## src/rtl/pdm_mic_capture_pkg.sv

```systemverilog
// Shared audio definitions for the PDM capture path: capture FSM encoding,
// default timing constants and the PCM sample width shared with PWM playback.
package pdm_mic_capture_pkg;

    typedef enum logic [1:0] {
        ST_IDLE    = 2'd0,
        ST_ARM     = 2'd1,
        ST_CAPTURE = 2'd2,
        ST_DONE    = 2'd3
    } cap_state_e;

    localparam int DEF_CLK_DIV = 40;
    localparam int DEF_DECIM   = 255;
    localparam int DEF_DEPTH   = 8192;
    localparam int DEF_ADDR_W  = 13;
    localparam int PCM_W       = 8;

    function automatic logic state_is_busy(input cap_state_e s);
        return (s == ST_ARM) || (s == ST_CAPTURE);
    endfunction

endpackage

```

## src/rtl/pdm_mic_capture_if.sv

```systemverilog
// Sample RAM write port: one-cycle strobe with address and PCM data.
interface pdm_mic_capture_if
    import pdm_mic_capture_pkg::*;
#(
    parameter int ADDR_W = DEF_ADDR_W
);
    logic              wr_en;
    logic [ADDR_W-1:0] wr_addr;
    logic [PCM_W-1:0]  wr_data;

    modport master (output wr_en, output wr_addr, output wr_data);
    modport slave  (input  wr_en, input  wr_addr, input  wr_data);
endinterface

```

## src/rtl/pdm_mic_capture_decimator.sv

```systemverilog
// PDM front end: free-running mic bit clock, input synchroniser and a
// ones-counting decimator producing one 8-bit window result per DECIM bits.
module pdm_decimator
    import pdm_mic_capture_pkg::*;
#(
    parameter int CLK_DIV = DEF_CLK_DIV,
    parameter int DECIM   = DEF_DECIM
)(
    input  logic             clk,
    input  logic             rst,
    input  logic             mic_data,
    output logic             mic_clk,
    output logic             win_valid,
    output logic [PCM_W-1:0] win_result
);
    localparam int HALF  = CLK_DIV / 2;
    localparam int DIV_W = (HALF > 1) ? $clog2(HALF) : 1;
    localparam int BIT_W = (DECIM > 1) ? $clog2(DECIM) : 1;

    logic [DIV_W-1:0] div_cnt_r;
    logic             mic_clk_r;
    logic [1:0]       sync_r;
    logic [BIT_W-1:0] bit_cnt_r;
    logic [PCM_W-1:0] acc_r;
    logic [PCM_W-1:0] result_r;
    logic             win_valid_r;
    logic             half_end_s;
    logic             strobe_s;
    logic             last_bit_s;

    // Divider terminal count and the rising-edge bit strobe
    always_comb begin
        half_end_s = 1'b0;
        strobe_s   = 1'b0;
        last_bit_s = 1'b0;
        if (div_cnt_r == DIV_W'(HALF - 1)) begin
            half_end_s = 1'b1;
            strobe_s   = ~mic_clk_r;
        end else begin
            half_end_s = 1'b0;
        end
        if (bit_cnt_r == BIT_W'(DECIM - 1)) begin
            last_bit_s = 1'b1;
        end else begin
            last_bit_s = 1'b0;
        end
    end

    // Bit clock divider, running regardless of capture state
    always_ff @(posedge clk or posedge rst) begin
        if (rst) begin
            div_cnt_r <= '0;
            mic_clk_r <= 1'b0;
        end else if (half_end_s) begin
            div_cnt_r <= '0;
            mic_clk_r <= ~mic_clk_r;
        end else begin
            div_cnt_r <= div_cnt_r + DIV_W'(1);
        end
    end

    // Two-flop synchroniser for the asynchronous PDM stream
    always_ff @(posedge clk or posedge rst) begin
        if (rst) begin
            sync_r <= 2'b00;
        end else begin
            sync_r <= {sync_r[0], mic_data};
        end
    end

    // Window accumulator; result and win_valid appear together, acc clears
    always_ff @(posedge clk or posedge rst) begin
        if (rst) begin
            bit_cnt_r   <= '0;
            acc_r       <= '0;
            result_r    <= '0;
            win_valid_r <= 1'b0;
        end else begin
            win_valid_r <= 1'b0;
            if (strobe_s) begin
                if (last_bit_s) begin
                    bit_cnt_r   <= '0;
                    acc_r       <= '0;
                    result_r    <= acc_r + PCM_W'(sync_r[1]);
                    win_valid_r <= 1'b1;
                end else begin
                    bit_cnt_r <= bit_cnt_r + BIT_W'(1);
                    acc_r     <= acc_r + PCM_W'(sync_r[1]);
                end
            end
        end
    end

    assign mic_clk    = mic_clk_r;
    assign win_valid  = win_valid_r;
    assign win_result = result_r;

endmodule

```

## src/rtl/pdm_mic_capture.sv

```systemverilog
// PDM microphone recorder: decimated PCM samples written sequentially to an
// external sample RAM under record/stop control.
module pdm_mic_capture
    import pdm_mic_capture_pkg::*;
#(
    parameter int CLK_DIV = DEF_CLK_DIV,
    parameter int DECIM   = DEF_DECIM,
    parameter int DEPTH   = DEF_DEPTH,
    parameter int ADDR_W  = DEF_ADDR_W
)(
    input  logic                clk,
    input  logic                rst,
    input  logic                record,
    input  logic                stop,
    input  logic                mic_data,
    output logic                mic_clk,
    output logic                mic_lrsel,
    pdm_mic_capture_if.master   wr,
    output logic                busy,
    output logic                done,
    output logic [ADDR_W:0]     sample_count
);
    localparam int CNT_W = ADDR_W + 1;

    cap_state_e        state_r;
    cap_state_e        state_nxt_s;
    logic              launch_s;
    logic              win_valid_s;
    logic [PCM_W-1:0]  win_result_s;
    logic              wr_en_r;
    logic [ADDR_W-1:0] wr_addr_r;
    logic [PCM_W-1:0]  wr_data_r;
    logic [CNT_W-1:0]  sample_count_r;
    logic              busy_r;
    logic              done_r;

    pdm_decimator #(
        .CLK_DIV (CLK_DIV),
        .DECIM   (DECIM)
    ) u_decim (
        .clk        (clk),
        .rst        (rst),
        .mic_data   (mic_data),
        .mic_clk    (mic_clk),
        .win_valid  (win_valid_s),
        .win_result (win_result_s)
    );

    // Next state and write launch; record overrides everything, stop blocks new writes
    always_comb begin
        state_nxt_s = state_r;
        launch_s    = 1'b0;
        if (record) begin
            state_nxt_s = ST_ARM;
        end else begin
            case (state_r)
                ST_IDLE: begin
                    state_nxt_s = ST_IDLE;
                end
                ST_ARM: begin
                    if (win_valid_s) begin
                        state_nxt_s = ST_CAPTURE;
                    end else begin
                        state_nxt_s = ST_ARM;
                    end
                end
                ST_CAPTURE: begin
                    if (stop) begin
                        state_nxt_s = ST_DONE;
                    end else if (wr_en_r && (sample_count_r == CNT_W'(DEPTH - 1))) begin
                        state_nxt_s = ST_DONE;
                    end else begin
                        state_nxt_s = ST_CAPTURE;
                        launch_s    = win_valid_s;
                    end
                end
                ST_DONE: begin
                    state_nxt_s = ST_DONE;
                end
                default: begin
                    state_nxt_s = ST_IDLE;
                end
            endcase
        end
    end

    // State register with registered status flags
    always_ff @(posedge clk or posedge rst) begin
        if (rst) begin
            state_r <= ST_IDLE;
            busy_r  <= 1'b0;
            done_r  <= 1'b0;
        end else begin
            state_r <= state_nxt_s;
            busy_r  <= state_is_busy(state_nxt_s);
            done_r  <= (state_nxt_s == ST_DONE);
        end
    end

    // Write port and sample counter; count advances the cycle after each strobe
    always_ff @(posedge clk or posedge rst) begin
        if (rst) begin
            wr_en_r        <= 1'b0;
            wr_addr_r      <= '0;
            wr_data_r      <= '0;
            sample_count_r <= '0;
        end else begin
            wr_en_r <= launch_s;
            if (launch_s) begin
                wr_addr_r <= sample_count_r[ADDR_W-1:0];
                wr_data_r <= win_result_s;
            end
            if (record) begin
                wr_addr_r      <= '0;
                sample_count_r <= '0;
            end else if (wr_en_r) begin
                sample_count_r <= sample_count_r + CNT_W'(1);
            end
        end
    end

    assign mic_lrsel    = 1'b0;
    assign wr.wr_en     = wr_en_r;
    assign wr.wr_addr   = wr_addr_r;
    assign wr.wr_data   = wr_data_r;
    assign busy         = busy_r;
    assign done         = done_r;
    assign sample_count = sample_count_r;

endmodule

```

## src/flat_wrapper.sv

```systemverilog
// flat-port wrapper written by rule: the top's interface ports become plain ports
module pdm_mic_capture_flat import pdm_mic_capture_pkg::*;
#(
    parameter int CLK_DIV = DEF_CLK_DIV,
    parameter int DECIM   = DEF_DECIM,
    parameter int DEPTH   = DEF_DEPTH,
    parameter int ADDR_W  = DEF_ADDR_W
)
  (clk, rst, record, stop, mic_data, mic_clk, mic_lrsel, busy, done, sample_count, wr_wr_en, wr_wr_addr, wr_wr_data);
  pdm_mic_capture_if #(.ADDR_W(ADDR_W)) wr_i ();
  input  logic clk;
  input  logic rst;
  input  logic record;
  input  logic stop;
  input  logic mic_data;
  output logic mic_clk;
  output logic mic_lrsel;
  output logic busy;
  output logic done;
  output logic [ADDR_W:0] sample_count;
  output wire logic [$bits(wr_i.wr_en)-1:0] wr_wr_en;
  output wire logic [$bits(wr_i.wr_addr)-1:0] wr_wr_addr;
  output wire logic [$bits(wr_i.wr_data)-1:0] wr_wr_data;
  assign wr_wr_en = wr_i.wr_en;
  assign wr_wr_addr = wr_i.wr_addr;
  assign wr_wr_data = wr_i.wr_data;
  pdm_mic_capture #(.CLK_DIV(CLK_DIV), .DECIM(DECIM), .DEPTH(DEPTH), .ADDR_W(ADDR_W)) u_core (.clk(clk), .rst(rst), .record(record), .stop(stop), .mic_data(mic_data), .mic_clk(mic_clk), .mic_lrsel(mic_lrsel), .wr(wr_i), .busy(busy), .done(done), .sample_count(sample_count));
endmodule
```

## config.mk

```make
export PLATFORM = sky130hd
export DESIGN_NAME = pdm_mic_capture_flat
export DESIGN_NICKNAME = d
export VERILOG_FILES = /design/src/rtl/pdm_mic_capture_pkg.sv /design/src/rtl/pdm_mic_capture_if.sv /design/src/rtl/pdm_mic_capture_decimator.sv /design/src/rtl/pdm_mic_capture.sv /design/src/flat_wrapper.sv
export SDC_FILE = /design/constraint.sdc
export NUM_CORES = 1
export LEC_CHECK = 0
export ABC_AREA = 0
export CORE_AREA = 5 5 103 124
export CTS_CLUSTER_SIZE = 12
export DETAILED_ROUTE_END_ITERATION = 6
export DIE_AREA = 0 0 108 129
export SETUP_SLACK_MARGIN = 0.5
export SYNTH_ARGS = -nofsm -noshare
export SYNTH_HDL_FRONTEND = slang
export SYNTH_HIERARCHICAL = 1
export SYNTH_SLANG_ARGS = --single-unit
```

## constraint.sdc

```tcl
create_clock -name clk -period 1.8 [get_ports clk]
set_input_delay 0.18 -clock clk [delete_from_list [all_inputs] [get_ports clk]]
set_output_delay 0.18 -clock clk [all_outputs]
set_load 0.01 [all_outputs]
```

[After elaboration in Yosys (flattened, before gate mapping)]
Index checks and enable logic that the tools add are counted.
Storage, ports and cells
  register bits: 73
  output and inout bits: 40
Cells by class
  bitwise gates (word level): 1
  reductions and logical operators: 6
  equal/unequal tests: 9
  multiplexer cells: 21
  add/subtract/negate cells: 4
Operators with widths (count)
  14-bit two-way mux: 2
  13-bit two-way mux: 2
  8-bit two-way mux: 2
  14-bit by 1-bit adder with 14-bit output (second input constant): 1
  14-bit by 13-bit == test with 1-bit output (second input constant): 1
  1-bit two-way mux: 10
  8-bit by 1-bit adder with 8-bit output: 1
  8-bit by 1-bit adder with 8-bit output (second input constant): 1
  2-bit == test (second input constant): 4
  8-bit == test (second input constant): 1
  2-bit one-hot mux with 4 select lines: 1
  2-bit two-way mux: 3
  5-bit by 1-bit adder with 5-bit output (second input constant): 1
  5-bit == test (second input constant): 1
  5-bit two-way mux: 1
  2-bit by 1-bit == test with 1-bit output (second input constant): 2
  2-bit nonzero test: 2
  2-bit logical NOT: 1
  2-bit AND reduction: 1
  1-bit logical AND: 1
  1-bit logical OR: 1
  1-bit inverter: 1

[Logic depth before layout (Yosys ltp)]
  depth in word-level cells: 8
  depth in mapped cells: 7
  depth with buffers taken out: 6

[Modules after synthesis]
Netlist, hierarchy kept.
By module, submodules not included
  pdm_mic_capture: cells each 168, instances 1, area an instance 1796.7 um^2
  pdm_decimator: cells each 142, instances 1, area an instance 1521.5 um^2

[Worst setup path after synthesis]
No wires, ideal clock.
  path kind: register -> register
  start point: register u_core.sample_count_r[0] (netlist: u_core/sample_count[0])
  end point: register u_core.busy_r (netlist: u_core/busy)
  period minus slack after synthesis: 1975 ps
  arrival time: 1849 ps
  buffers on the path: 1
  cell stages (with the launch flop): 8
  setup slack: -175 ps
  data required time: 1674 ps
  cell sequence: dfrtp_1 > ha_1 > nand4_2 > nor4_4 > clkbuf_2 > nor3_1 > o21bai_1 > ha_1
On the way
  cells in the longest elaborated chain, start to end: 8
  elaborated cells between the ends (all ways): 9
  classes of those cells: eq/ne: 3; mux: 4; reduce/logical: 2
RTL lines
  start, declared: line pdm_mic_capture.sv:33  | logic [CNT_W-1:0] sample_count_r;
  start signal, assigned: line pdm_mic_capture.sv:117  | sample_count_r <= sample_count_r + CNT_W'(1);
  14-bit by 13-bit == test with 1-bit output (*): line pdm_mic_capture.sv:70  | end else if (wr_en_r && (sample_count_r == CNT_W'(DEPTH - 1))) begin
  1-bit logical AND (*): line pdm_mic_capture.sv:70
  1-bit two-way mux (*): line pdm_mic_capture.sv:70
  2-bit two-way mux (*): line pdm_mic_capture.sv:68  | if (stop) begin
  2-bit one-hot mux with 4 select lines (*): line pdm_mic_capture.sv:56  | case (state_r)
  2-bit two-way mux (*): line pdm_mic_capture.sv:53  | if (record) begin
  via u_core.state_nxt_s[0]: line pdm_mic_capture.sv:26  | cap_state_e state_nxt_s;
  2-bit by 1-bit == test with 1-bit output or 2-bit == test (tied branches): line pdm_mic_capture_pkg.sv:19  | return (s == ST_ARM) || (s == ST_CAPTURE);
  1-bit logical OR (*): line pdm_mic_capture_pkg.sv:19
  end signal, assigned: line pdm_mic_capture.sv:95  | busy_r <= state_is_busy(state_nxt_s);
  end, declared: line pdm_mic_capture.sv:34  | logic busy_r;
Mark *: on every way through the listed nets, which the timed path passes. The rest lies on a longest branch.
A chain may end at the register's enable or synchronous reset.

[Worst setup path after layout]
  start point: register u_core.sample_count_r[6] (netlist: u_core/sample_count[6])
  end point: register u_core.busy_r (netlist: u_core/busy)
Same word-level chain as after synthesis.

==> impl_metrics.ini <==
[pwr]
power_frac_seq_pct = 45.4
clkPwrFrac_pct = 52.6
leakage_nw = 2.35
switching_share_pct = 20.4
internal_power_mw = 2.88
peakVddDrop_uv = 431
power_density_mw_per_mm2 = 713
pwr-share-comb_pct = 2.0
p_sw_mw = 0.740

[critical_path]
path_cells = nand4_1 > nor4_4 > buf_6 > nor3_2 > o21bai_1 > ha_1
arrival_ns = 1.92
r2r-start = u_core/sample_count[6]
path_max_fanout = 5
cp.depth = 6
crit_path_end_kind = flop
r2r_end = u_core/busy
crit_path_start = u_core/sample_count[6]
startpoint_type = flop
r2r_slack_ns = 0.09
endpoint = u_core/busy
crit_type = reg2reg
r2r_cells = 6
max_stage_delay_ns = 0.36
cp_top_family = simple AND/OR/NAND/NOR gates
crit_required_ns = 2.01
crit_buf_inv = 1
cpMaxStageDelayCell = nor4_4

[synthesis]
netlist_area_sq_mm = 0.00332
synth-edff-count = 0
ys_async_sr_fraction_pct = 100
yosys_warnings = 6
synth_fp_nets = 322
ys.flop_type = dfrtp_1
netlist_instances = 310
ys_seq_area_share_pct = 55.1
ys_ff_latch = 73
ys_types = 47
syn_area_per_cell_sq_um = 10.7

[run_status]
status = complete, no violations

[flow_run]
drv_cap = 0

[layout]
fin_cells = 578
final_common_cell = dfrtp_1
nNetsFinal = 428
syn_to_final_growth_pct = 53.2
final.fill_count = 1098
fin_area_sq_mm = 0.00508
drive_gt1_share_pct = 38.7
final_cell_mix = 67 x dfrtp_1, 38 x buf_4, 27 x dlygate4sd2_1
final_util_pct = 44.6
antenna_cells = 0

[timing]
period_needed_ns = 1.71
hold_violations = 0
timing.final.crit_share_pct = 94.9
fmax_mhz = 586
final.setup_skew_ns = 0.00881
worst_slack_ns = 0.0921
slew_headroom_pct = 65.3
final.setup.tns_ns = 0
final_max_slew_viol_count = 0
setup_violations = 0
rsz0062_at_grt = true
worstMarginPinSlew_ns = 0.520

[route]
via_per_inst = 4.77
dr.pass1.iters = 4
routedWlPerCell_microns = 15.2
antenna_left = 0
postRouteWirelength_mm = 8.78
drt_iter0_drc = 80
vias = 2759
drc = 0

[floorplan]
die_h_microns = 129
io_pins = 45
start_util_pct = 29.1
core_sq_mm = 0.0114
rows = 43
die_x_microns = 108
dieArea_sq_mm = 0.0139

[cts]
htreeDepth = 3
clkSinkCount = 73
root_buffer = clkbuf_16
cts_buffers = 9
holdBufCountCts = 0
cts_tree = yes
clockBufferDepth = 2
worstSkewPairLatency_ns = 0.33
cts.clk_slew.worst_paths_ns = 0.06

[grt]
grt_util_all_layers_pct = 12.7
grt_antenna_before_repair = 0
grt_max_degree = 41
grt_pass1_vias = 2833
grt_pass1_wl_mm = 14.2
grt_overflow = 0

[hold_path]
hold_class = in2async

[placed_design]
place_area_sq_mm = 0.00415
io_buffers = 43
place_ws_ns = 0.0278
place_congestion = 0.799
dp_hpwl_mm = 5.37
placedCellCount = 521
## metal layers
metal	track usage [%]	share of wire, %	vias to the layer above
met2	22.9	54	62
met4	4.68	1.6	0
met1	14.4	40	1383
met3	3.11	4.3	14
met5	0	0	-
li1	-	-	1300
## sequential cells by signal, summed over array words and instances (netlist names), 2 cells and up
register,count
u_core/wr.wr_addr,13
u_core/u_decim/bit_cnt_r,8
u_core/sample_count,14
u_core/u_decim/win_result,8
u_core/u_decim/sync_r,2
u_core/u_decim/acc_r,8
u_core/wr.wr_data,8
u_core/state_r,2
u_core/u_decim/div_cnt_r,5
## metrics by stage
stage	power [mW]	hold slack, ns
after global placement	1.75	0.332
after CTS	3.68	0.302
after global routing	3.76	0.304
after floorplan	1.72	0.211
after detailed placement	1.75	0.336
final	3.62	0.294
## what timing repair did
action	in CTS	in global routing
endpoints found under the setup margin	98	70
gates cloned	4	1
pin swaps	32	23
resized for setup	108	39
setup buffers	23	13
hold endpoints to repair	0	0
## cell type report
class / instances / area (sq um) / area share, %
tap: 157 / 196 / 3.86
sequential: 73 / 1830 / 36.1
clock buffer: 10 / 229 / 4.50
multi-input combinational: 212 / 1670 / 32.8
timing repair buffer: 109 / 1020 / 20.1
clock inverter: 6 / 90.1 / 1.77
inverter: 11 / 45.0 / 0.886
## how the worst min path moves through the flow
stage          depth (start not counted)                     start                  endpoint
4_1_cts                                1                  mic_data  u_core/u_decim/sync_r[0]
3_5_place_dp                           0  u_core/u_decim/sync_r[0]  u_core/u_decim/sync_r[1]
3_3_place_gp                           0  u_core/u_decim/sync_r[0]  u_core/u_decim/sync_r[1]
2_1_floorplan                          0                  mic_data  u_core/u_decim/sync_r[0]
6_report                               3                       rst   u_core/u_decim/acc_r[1]
5_1_grt                                1                  mic_data  u_core/u_decim/sync_r[0]
## Yosys cell counts (all sizes together) (2+ instances only)
cell	n	share of area [%]
a211oi	2	0.60
a21boi	2	0.45
a21o	3	0.68
a21oi	26	3.9
a22o	2	0.53
and3	4	0.79
buf	8	1.8
clkbuf	7	0.87
dfrtp	73	55
ha	7	2.6
inv	11	1.2
mux2	10	3.5
mux2i	5	1.5
nand2	18	2.0
nand2b	5	0.94
nand3	11	1.7
nand3b	9	2.0
nand4	7	1.5
nor2	27	3.1
nor3	8	1.5
nor4	4	1.2
o21ai	27	4.1
o31ai	2	0.45
or3	5	1.1
xnor2	11	2.9
xor2	7	1.8
## cell families (layout without fill, tap and decap cells)
logic type	after synthesis	count (layout)	synth area share, %
other cells	1	1	0.113
mux	15	15	5.02
xor+xnor	18	18	4.75
flops	73	73	55.1
compound gates	66	66	11.1
simple gates	104	105	17.4
fa+ha+maj	7	7	2.64
buf+inv	26	136	3.92
## power groups by stage
| stage | registers, mW | logic (mW) | clock network, mW |
|---|---|---|---|
| detailed placement | 1.68 | 0.0713 | 0 |
| CTS | 1.65 | 0.0736 | 1.96 |
| finish | 1.65 | 0.0725 | 1.91 |
| floorplan | 1.68 | 0.0418 | 0 |
| global route | 1.64 | 0.0830 | 2.03 |
| global placement | 1.68 | 0.0706 | 0 |
## worst register-to-register path, delay by kind of cell, from the launching register on
family,cells,cell delay (ns)
simple gates,3,0.64
buf+inv,1,0.17
compound gates,1,0.17
flops,1,0.35
fa+ha+maj,1,0.26
No activity file was read; power rests on OpenSTA's default activity.
